`config.mk`:
```
export PLATFORM = sky130hd
export DESIGN_NAME = game_clock_multi
export DESIGN_NICKNAME = d
export VERILOG_FILES = /design/src/rtl/game_clock_multi.sv
export SDC_FILE = /design/constraint.sdc
export NUM_CORES = 1
export LEC_CHECK = 0
export CORE_ASPECT_RATIO = 0.7
export CORE_MARGIN = 2
export CORE_UTILIZATION = 40
export CTS_BUF_LIST = sky130_fd_sc_hd__clkbuf_8
export CTS_CLUSTER_DIAMETER = 120
export DETAILED_ROUTE_END_ITERATION = 12
export GPL_ROUTABILITY_DRIVEN = 0
export PLACE_DENSITY = 0.75
export SYNTH_ARGS = -nofsm -noshare
export SYNTH_HDL_FRONTEND = slang
export SYNTH_SLANG_ARGS = --single-unit
export TNS_END_PERCENT = 100
```
`constraint.sdc`:
```
create_clock -name i_clk -period 7.1 [get_ports i_clk]
set_input_delay 1.42 -clock i_clk [delete_from_list [all_inputs] [get_ports i_clk]]
set_output_delay 1.42 -clock i_clk [all_outputs]
set_load 0.01 [all_outputs]
```
`src/rtl/game_clock_multi.sv`:
```
// N-player game clock: turn FSM, per-player countdown timers, Fischer increment, elimination.
// Optional per-turn simple delay enabled by defining GAME_CLOCK_DELAY_EN.
module game_clock_multi #(
    parameter int unsigned N_PLAYERS = 4,
    parameter int unsigned TIME_W    = 16,
    parameter int unsigned INIT_TIME = 300,
    parameter int unsigned INC_TIME  = 0
`ifdef GAME_CLOCK_DELAY_EN
    ,
    parameter int unsigned DELAY_TICKS = 3
`endif
) (
    input  logic                          i_clk,
    input  logic                          i_rst,
    input  logic                          i_restart,
    input  logic                          i_stop,
    input  logic [N_PLAYERS-1:0]          i_press,
    input  logic                          i_tick,
    output logic [N_PLAYERS*TIME_W-1:0]   o_time,
    output logic [N_PLAYERS-1:0]          o_active,
    output logic [N_PLAYERS-1:0]          o_out,
    output logic [N_PLAYERS-1:0]          o_winner,
    output logic                          o_idle,
    output logic                          o_paused
);

    localparam int unsigned CUR_W = (N_PLAYERS > 2) ? $clog2(N_PLAYERS) : 1;
    localparam int unsigned SUM_W = TIME_W + 1;

    typedef enum logic [2:0] {StStart, StIdle, StRun, StPause, StDone} state_e;

    state_e                 state_q, state_d;
    logic [TIME_W-1:0]      timer_q [N_PLAYERS];
    logic [TIME_W-1:0]      timer_d [N_PLAYERS];
    logic [N_PLAYERS-1:0]   out_q, out_d;
    logic [CUR_W-1:0]       cur_q, cur_d, idle_pick;
    logic [N_PLAYERS-1:0]   cur_oh, flag_mask;
    logic [SUM_W-1:0]       sum;
    logic [TIME_W-1:0]      sat_time;
    logic                   tick_eff, load_delay, tick_run;

    // First non-eliminated player after c, scanning cyclically.
    function automatic logic [CUR_W-1:0] next_player(input logic [CUR_W-1:0] c,
                                                     input logic [N_PLAYERS-1:0] m);
        logic found;
        int   idx;
        next_player = c;
        found = 1'b0;
        for (int i = 1; i < int'(N_PLAYERS); i++) begin
            idx = (int'(c) + i) % int'(N_PLAYERS);
            if (!found && !m[idx]) begin
                next_player = CUR_W'(idx);
                found = 1'b1;
            end
        end
    endfunction

`ifdef GAME_CLOCK_DELAY_EN
    logic [TIME_W-1:0] delay_q, delay_d;

    assign tick_eff = i_tick && (delay_q == '0);

    always_comb begin
        delay_d = delay_q;
        if (load_delay) begin
            delay_d = TIME_W'(DELAY_TICKS);
        end else if (tick_run && delay_q != '0) begin
            delay_d = delay_q - 1'b1;
        end
    end

    always_ff @(posedge i_clk) begin
        if (i_rst) begin
            delay_q <= '0;
        end else begin
            delay_q <= delay_d;
        end
    end
`else
    logic unused_delay_ctl;
    assign tick_eff = i_tick;
    assign unused_delay_ctl = load_delay ^ tick_run;
`endif

    always_comb begin
        cur_oh    = N_PLAYERS'(1) << cur_q;
        flag_mask = out_q | cur_oh;
        // Press-cycle update; flag has priority, so the timer is nonzero here.
        sum       = SUM_W'(timer_q[cur_q]) - SUM_W'(tick_eff) + SUM_W'(INC_TIME);
        sat_time  = sum[TIME_W] ? '1 : sum[TIME_W-1:0];
        idle_pick = '0;
        for (int p = int'(N_PLAYERS) - 1; p >= 0; p--) begin
            if (i_press[p]) idle_pick = CUR_W'(p);
        end
    end

    always_comb begin
        state_d    = state_q;
        timer_d    = timer_q;
        out_d      = out_q;
        cur_d      = cur_q;
        load_delay = 1'b0;
        tick_run   = 1'b0;
        case (state_q)
            StStart: begin
                for (int p = 0; p < int'(N_PLAYERS); p++) timer_d[p] = TIME_W'(INIT_TIME);
                out_d   = '0;
                cur_d   = '0;
                state_d = StIdle;
            end
            StIdle: begin
                if (|i_press) begin
                    cur_d      = idle_pick;
                    state_d    = StRun;
                    load_delay = 1'b1;
                end
            end
            StRun: begin
                if (i_restart) begin
                    state_d = StStart;
                end else if (i_stop) begin
                    state_d = StPause;
                end else if (timer_q[cur_q] == '0) begin
                    out_d      = flag_mask;
                    cur_d      = next_player(cur_q, flag_mask);
                    load_delay = 1'b1;
                    if ($countones(~flag_mask) == 1) state_d = StDone;
                end else if (i_press[cur_q]) begin
                    timer_d[cur_q] = sat_time;
                    cur_d          = next_player(cur_q, out_q);
                    load_delay     = 1'b1;
                end else if (i_tick) begin
                    tick_run = 1'b1;
                    if (tick_eff) timer_d[cur_q] = timer_q[cur_q] - 1'b1;
                end
            end
            StPause: begin
                if (i_restart) begin
                    state_d = StStart;
                end else if (i_press[cur_q]) begin
                    state_d = StRun;
                end
            end
            StDone: begin
                if (i_restart) state_d = StStart;
            end
            default: state_d = StStart;
        endcase
    end

    always_ff @(posedge i_clk) begin
        if (i_rst) begin
            state_q <= StStart;
            for (int p = 0; p < int'(N_PLAYERS); p++) timer_q[p] <= TIME_W'(INIT_TIME);
            out_q   <= '0;
            cur_q   <= '0;
        end else begin
            state_q <= state_d;
            timer_q <= timer_d;
            out_q   <= out_d;
            cur_q   <= cur_d;
        end
    end

    always_comb begin
        o_time = '0;
        for (int p = 0; p < int'(N_PLAYERS); p++) o_time[p*TIME_W +: TIME_W] = timer_q[p];
        o_active = (state_q == StRun) ? cur_oh : '0;
        o_winner = (state_q == StDone) ? cur_oh : '0;
        o_out    = out_q;
        o_idle   = (state_q == StIdle);
        o_paused = (state_q == StPause);
    end

endmodule
```
## Yosys cells after proc, flatten, opt, wreduce, memory -nomap -nowiden

Cells that the tools add are included.

- Eq/ne operators: 18
- Add/subtract/negate cells: 8
- Multiplexer cells: 87
- Shift-type cells: 1
- Magnitude comparators: 6
- Bitwise operators: 6
- Reduce and logical (&&, ||, !) cells: 25

Operator list:

| kind | number |
|---|---|
| $mux 64 | 5 |
| $bwmux 64 | 2 |
| $pmux 64 s2 | 1 |
| $mux 16 | 4 |
| $mux 1 | 35 |
| $bmux 16 s2 | 1 |
| $demux 16 s2 | 1 |
| $mux 2 | 15 |
| $mux 3 | 8 |
| $mux 4 | 5 |
| $sub 16x1->17 | 1 |
| $logic_not 16->1 | 1 |
| $sub 16x1->16 const B | 1 |
| $pmux 3 s5 | 1 |
| $bmux 1 s2 | 7 |
| $lt 3x4->1 const B | 3 |
| $ne 2x2->1 const B | 5 |
| $ne 5x5->1 const B | 2 |
| $reduce_and 5->1 | 2 |
| $logic_not 1->1 | 8 |
| $ne 4x4->1 const B | 2 |
| $pmux 4 s2 | 1 |
| $reduce_and 7->1 | 1 |
| $eq 3x1->1 const B | 2 |
| other kinds (25) | 37 |

- Flip-flop bits (word level): 73
- Output and inout bits: 78
- Input port bits: 9

## Longest topological paths before layout

Gate-level depths: netlist of the first run.

- Depth in word-level cells: 28
- Gate-level depth with buffers: 13
- Mapped depth without buffers: 10

## Least setup slack after synthesis of the first run

No wires, ideal clock.

- Path type: register to register
- From: register cur_q[0]
- To: register state_q[2]
- Arrival time: 3.208 ns
- Clock period less this slack: 3.294 ns
- Cell stages (with the launch flop): 14
- Library setup time: 0.086 ns
- Path slack: 3.806 ns
- Path through: dfxtp_1 > buf_6 > buf_2 > inv_1 > ha_1 > clkbuf_1 > or2_2 > inv_1 > fa_1 > ha_1 > ha_1 > nor4b_1 > a21oi_1 > a211oi_1

- Word-level cells in the longest chain between the ends: 8

Ends and longest elaborated chain:

| what | line | RTL |
|---|---|---|
| start, declared | 36 | `logic [CUR_W-1:0] cur_q, cur_d, idle_pick;` |
| start signal, assigned | 161 | `cur_q <= cur_d;` |
| $shl 1x2->4 | 86 | `cur_oh = N_PLAYERS'(1) << cur_q;` |
| $or 4x4->4 | 87 | `flag_mask = out_q \| cur_oh;` |
| $not 4->4 | 127 | `if ($countones(~flag_mask) == 1) state_d = StDone;` |
| $add 1x1->2 (not written as such) | 127 |  |
| $add 2x2->3 (not written as such) | 127 |  |
| $eq 3x1->1 | 127 |  |
| $ne 4x4->1 (no line) | - |  |
| $reduce_and 5->1 (no line) (*) | - |  |
| end signal, assigned | 153 | `state_q <= StStart;` |
| end signal, assigned | 158 | `state_q <= state_d;` |
| end, declared | 32 | `state_e state_q, state_d;` |

Mark *: on every way between the ends. The rest lies on a longest branch, timed or not. The select of a mux whose other input is x is not followed.
A chain may end at the register's enable or synchronous reset.

## Worst setup path in the final report of the first run

- From: register cur_q[0]
- To: register timer_q, in the netlist o_time[31]

- Word-level cells in the longest chain between the ends: 12

Ends and longest elaborated chain:

| what | line | RTL |
|---|---|---|
| $not 2->3 (not written as such) | - |  |
| $bmux 16 s2, or another cell as far along | 89, 123, 134 |  |
| $mux 16 (not written as such) / $logic_and 1x1->1 (equally long branches) | - |  |
| $mux 16, on equally long branches | - |  |
| $sub 16x1->16, or another cell as far along | 134 | `if (tick_eff) timer_d[cur_q] = timer_q[cur_q] - 1'b1;` |
| $bwmux 64 / $mux 16 (equally long branches) | 134, 90 |  |
| $mux 64 / $bwmux 64 (equally long branches) | 132, 129 |  |
| $mux 64 | 128 | `end else if (i_press[cur_q]) begin` |
| $mux 64 | 123 | `end else if (timer_q[cur_q] == '0) begin` |
| $mux 64 | 121 | `end else if (i_stop) begin` |
| $mux 64 | 119 | `if (i_restart) begin` |
| $pmux 64 s2 | 104 | `case (state_q)` |
| end signal, assigned | 159 | `timer_q <= timer_d;` |
| end, declared | 33 | `logic [TIME_W-1:0] timer_q [N_PLAYERS];` |

Several ways; a longest one is shown, not always the timed one. The select of a mux whose other input is x is not followed.

==> results.py, run 1 <==
metrics = {
    "place": {
        "io_buffers": 86,
        "pre_cts_ws_ns": 2.734,
        "hpwl_microns": 10790,
    },
    "clock_tree": {
        "clock_sinks": 73,
        "clockRootBuffer": "clkbuf_8",
        "clk_path_buf_depth": 2,
        "ctsResizeCount": 0,
        "insertion_delay_ns": 0.36,
        "post_cts_buffers": 0,
        "clk_pin_slew_ns": 0.09,
        "cts_buffers": 9,
        "ctsHtreeMaxLevel": 3,
        "tritoncts": "done",
        "cts-hold-fix-buffers": 0,
    },
    "cells_and_area": {
        "finalNetCount": 537,
        "diodes": 0,
        "area_delta_synth_final_pct": 26.24,
        "fillCellCount": 921,
        "drive_above_1_share_pct": 13.22,
        "layout_commonest_cell": "clkdlybuf4s50_1",
        "register_area_sq_um": 1461,
        "multi_input_area_sq_um": 2681,
        "mostFrequentLayoutCells": "86 x clkdlybuf4s50_1, 73 x dfxtp_1, 29 x nor2_1",
    },
    "logic_synthesis": {
        "ys_ff_latch": 73,
        "synth_largest_area_cell": "dfxtp_1",
        "synth_nets": 461,
        "yosys_warnings": 0,
        "syn_area_sq_um": 4330,
        "synth_cells": 441,
        "synth_cell_type_count": 78,
        "async_flop_share_pct": 0,
        "avgSynthCellArea_sq_um": 9.820,
        "synth_edf_count": 0,
        "ys_seq_area_share_pct": 33.75,
        "synthTopCellsByArea": "dfxtp_1 34%, mux4_2 10%, a22o_1 3.0%",
        "yosysTopAreaCellShare_pct": 33.75,
        "synth-main-ff-cell": "dfxtp_1",
    },
    "sta": {
        "whs_ns": 0.4679,
        "tns_ns": 0,
        "fin_crit_sh_pct": 62.47,
        "tightest_slew_ns": 1.347,
        "rsz0062_at_grt": "no",
        "hold_violations": 0,
        "finalMaxSlewViolations": 0,
        "fmax_mhz": 225.5,
        "fin_crit_ns": 4.436,
        "fin_ws_ns": 2.664,
        "slew-limit-headroom_pct": 10.19,
        "fin_worst_skew_ns": 0.005705,
        "setup_viol": 0,
    },
    "hold_path": {
        "min_path_type": "register to register",
        "hold_depth": 2,
    },
    "setup_path": {
        "required_ns": 7.41,
        "setup.worst_path.end_class": "register",
        "crit_buf_inv": 1,
        "reg2reg_depth": 6,
        "worstPathCellList": "buf_4 -> mux4_1 -> nor4_4 -> nand4_2 -> a21oi_1 -> a22o_1",
        "crit_fanout": 19,
        "worstSetupPathType": "register to register",
        "crit_arrival_ns": 4.75,
        "crit_cells": 6,
        "cp_slowest_cell": "a21oi_1",
        "cpPeakStageDelay_ns": 1.15,
        "startpoint_type": "register",
        "crit_family": "compound AO/OA/AOI/OAI gates",
    },
    "grt": {
        "track_usage_pct": 25.46,
        "grt_max_degree": 22,
        "grt_pass1_vias": 4105,
        "grt_pass1_wl_microns": 23120,
        "antenna_found_initial": 0,
        "grt-ovfl-total": 0,
    },
    "pwr": {
        "power_mw": 1.003,
        "ir_worst_vdd_mv": 0.09175,
        "leakagePower_nw": 1.880,
        "powerDensity_nw_per_um2": 183.4,
    },
    "drt": {
        "drt_iter0_markers": 443,
        "viasPerCell": 6.439,
        "ant_nets": 0,
        "drc": 0,
        "vias": 4211,
        "wirelength_microns": 14620,
        "post_drt_wl_per_cell_microns": 22.35,
        "drt_first_pass_iters": 6,
    },
    "floorplan": {
        "die_h_microns": 91.06,
        "ios": 87,
        "die-area_sq_um": 11690,
        "rows": 31,
        "initial_core_util_pct": 41.50,
        "die_w_microns": 128.4,
        "coreArea_sq_um": 10430,
    },
    "run": {
        "maxCapViolations": 0,
    },
    "run_status": {
        "status": "completed",
    },
}
## worst reg2reg max path, delay by kind of cell, from the launching register on
kind	cells	cell delay, ns
AO/OA/AOI/OAI	2	1.44
AND/OR/NAND/NOR	2	0.95
flip-flops	1	0.81
multiplexers	1	0.76
buffers and inverters	1	0.42
## registers in the layout, indices dropped and copies added (netlist names)
name,flops
o_time,64
cur_q,2
state_q,3
o_out,4
## logic make-up (layout without fill, tap and decap cells)
kind of cell	count (synthesis)	count (layout)	share of synthesized area, %
AO/OA/AOI/OAI	141	141	25.02
buffers and inverters	42	123	4.334
flip-flops	73	73	33.75
adder cells (fa/ha/maj)	12	12	3.583
XOR/XNOR	6	6	1.214
multiplexers	32	32	13.64
AND/OR/NAND/NOR	135	135	18.46
## stage by stage
step | utilization, % | cell area [sq um] | cells
finish | 52.39 | 5466 | 654
global route | 52.39 | 5466 | 654
CTS | 52.39 | 5466 | 654
detailed placement | 50.40 | 5259 | 638
global placement | 50.40 | 5259 | 638
floorplan | - | 4330 | 441
## synth_stat cells (6+ instances only)
cell	n
o22a_1	6
clkbuf_1	9
a22o_1	15
o21ai_0	14
a21oi_1	24
inv_1	18
o21ai_1	8
ha_1	10
and2_1	12
mux4_2	20
dfxtp_1	73
nand2_1	28
or2_2	6
mux2i_1	8
nor2b_1	7
o2bb2ai_1	14
nor2_1	29
nor3_1	8
a32o_1	7
buf_2	9
## where the power goes
group | internal, mW | total, mW | switching [mW]
clock network | 0.169 | 0.353 | 0.184
registers | 0.413 | 0.429 | 0.0155
logic | 0.0854 | 0.221 | 0.136
## cell type report
cell class	instances	area share [%]
clock buffer	9	2.266
clock inverter	7	1.534
inverter	18	1.236
multi-input combinational	326	49.05
sequential	73	26.73
tap	132	3.021
timing repair buffer	89	16.16
## path summary, 6_finish.rpt
check | from | slack (ns) | to
setup reg to reg | cur_q[0] | 2.66 | o_time[31]
setup / recovery | cur_q[0] | 2.66 | o_time[31]
hold / removal | o_time[40] | 0.47 | o_time[40]
hold reg to reg | o_time[40] | 0.47 | o_time[40]
## layer usage
layer | part of all wire (%) | wire length, microns | track usage [%]
met1 | 46 | 6703 | 38.85
met2 | 42 | 6102 | 35.55
met3 | 11 | 1624 | 6.423
met4 | 1.3 | 185 | 6.136
met5 | 0 | 0 | 0
No activity file was read; power rests on OpenSTA's default activity.
==> run 2: changes to the inputs <==
- clock period: 7.1 -> 4.29 ns (I/O delays scaled with it)
==> run 2 against run 1 <==
  * Power grew 72%
  * Non-clock buffer count grew 9
  * Worst setup slack got worse by 1.9 ns
  * Critical path depth rose by 5
==> results.py, run 2 (synthesized netlist as in run 1, its figures left out) <==
metrics = {
    "run_status": {
        "status": "completed",
    },
    "setup_path": {
        "setup.worst_path.end_class": "register",
        "cpPeakStageDelay_ns": 0.65,
        "cp_common_cell": "ha_1",
        "startpoint_type": "register",
        "worstSetupPathType": "register to register",
        "required_ns": 4.58,
        "crit_arrival_ns": 3.83,
        "cp_slowest_cell": "dfxtp_1",
        "crit_fanout": 17,
        "worstPathCellList": "buf_12 -> inv_1 -> ha_1 -> or2_2 -> inv_1 -> fa_1 -> ha_1 -> ha_1 -> nor4b_1 -> a21oi_1 -> a211oi_1",
    },
    "grt": {
        "grt-ovfl-total": 0,
        "grt_pass1_wl_microns": 22610,
        "grt_max_degree": 22,
        "grt_pass1_vias": 3994,
        "antenna_found_initial": 0,
        "track_usage_pct": 25.19,
    },
    "sta": {
        "fin_crit_sh_pct": 82.57,
        "tns_ns": 0,
        "fin_worst_skew_ns": 0.009967,
        "slew-limit-headroom_pct": 33.57,
        "rsz0062_at_grt": "no",
        "setup_viol": 0,
        "fin_crit_ns": 3.542,
        "finalMaxSlewViolations": 0,
        "tightest_slew_ns": 0.9713,
        "fmax_mhz": 282.3,
        "hold_violations": 0,
    },
    "clock_tree": {
        "clockRootBuffer": "clkbuf_8",
        "cts_buffers": 9,
        "clk_path_buf_depth": 2,
        "clock_sinks": 73,
        "clk_pin_slew_ns": 0.08,
        "cts-hold-fix-buffers": 0,
        "ctsHtreeMaxLevel": 3,
        "insertion_delay_ns": 0.38,
        "ctsResizeCount": 0,
        "post_cts_buffers": 0,
        "tritoncts": "done",
    },
    "pwr": {
        "leakagePower_nw": 1.941,
        "powerDensity_nw_per_um2": 309.3,
        "ir_worst_vdd_mv": 0.1797,
    },
    "drt": {
        "vias": 4287,
        "drt_iter0_markers": 487,
        "ant_nets": 0,
        "drt_first_pass_iters": 5,
        "wirelength_microns": 14510,
        "drc": 0,
        "post_drt_wl_per_cell_microns": 21.88,
        "viasPerCell": 6.466,
    },
    "cells_and_area": {
        "finalNetCount": 546,
        "largest_reg_flops": 64,
        "diodes": 0,
        "area_delta_synth_final_pct": 28.52,
        "fillCellCount": 880,
        "finalNonFillerCells": 663,
        "drive_above_1_share_pct": 14.69,
        "layout_commonest_cell": "clkdlybuf4s50_1",
        "mostFrequentLayoutCells": "86 x clkdlybuf4s50_1, 73 x dfxtp_1, 29 x nor2_1",
    },
    "floorplan": {
        "die_h_microns": 91.06,
        "die-area_sq_um": 11690,
        "die_w_microns": 128.4,
        "coreArea_sq_um": 10430,
        "rows": 31,
        "ios": 87,
        "initial_core_util_pct": 41.50,
    },
    "place": {
        "io_buffers": 86,
        "hpwl_microns": 10760,
        "dp_cells": 647,
    },
    "run": {
        "maxCapViolations": 0,
    },
    "hold_path": {
        "min_path_type": "register to register",
    },
}
run 2: cell count changes in the layout (fill, tap and decap cells not counted):
cell / change
clkinv_2: +1
clkinvlp_4: -1
clkinv_4: +1
buf_4: +8
buf_12: +1
bufinv_16: +1
inv_6: -2
run 2: path summary, 6_finish.rpt:
| check | to | slack, ns | startpoint | cells past startpoint |
|---|---|---|---|---|
| setup / recovery | state_q[2] | 0.75 | cur_q[1] | 11 |
| setup reg to reg | state_q[2] | 0.75 | cur_q[1] | 11 |
| hold / removal | o_time[41] | 0.48 | o_time[41] | 1 |
| hold reg to reg | o_time[41] | 0.48 | o_time[41] | 1 |
run 2: through the flow:
stage | hold slack [ns] | power (mW) | setup slack (ns) | util [%] | area, sq um
floorplan | 0.4763 | 0.9834 | 0.9960 | - | 4330
global placement | 0.4570 | 1.086 | 0.8740 | 51.17 | 5339
detailed placement | 0.4663 | 1.095 | 0.7455 | 51.17 | 5339
CTS | 0.4816 | 1.714 | 0.8071 | 53.34 | 5565
global route | 0.4910 | 1.777 | 0.5219 | 53.34 | 5565
finish | 0.4826 | 1.722 | 0.7477 | 53.34 | 5565
run 2: routing by layer:
| layer | share of wire [%] | GRT usage, % | vias up | wire length [microns] |
|---|---|---|---|---|
| met2 | 42 | 34.49 | 277 | 6039 |
| met4 | 1.2 | 6.960 | 0 | 180 |
| met1 | 46 | 38.97 | 2103 | 6727 |
| met5 | 0 | 0 | - | 0 |
| li1 | - | - | 1893 | - |
| met3 | 11 | 5.834 | 14 | 1558 |
run 2: layout make-up:
cell class / count / area, sq um / area share (%)
Tap cell: 132 / 165.2 / 2.968
Multi-Input combinational cell: 326 / 2681 / 48.18
Timing Repair Buffer: 98 / 963.4 / 17.31
Clock inverter: 7 / 102.6 / 1.844
Inverter: 18 / 67.56 / 1.214
Clock buffer: 9 / 123.9 / 2.226
Sequential cell: 73 / 1461 / 26.26
run 2: worst max-delay path: cells and delay by family (launching register included):
kind | cells | cell delay (ns)
adder cells (fa/ha/maj) | 4 | 1.12
AO/OA/AOI/OAI | 2 | 0.35
AND/OR/NAND/NOR | 2 | 0.79
flip-flops | 1 | 0.65
buffers and inverters | 3 | 0.53
run 2: power breakdown:
part | switching, mW | leakage, nW | internal [mW]
sequential | 0.0160 | 0.589 | 0.684
combinational | 0.237 | 1.24 | 0.154
clock | 0.297 | 0.116 | 0.334
total | 0.550 | 1.94 | 1.17
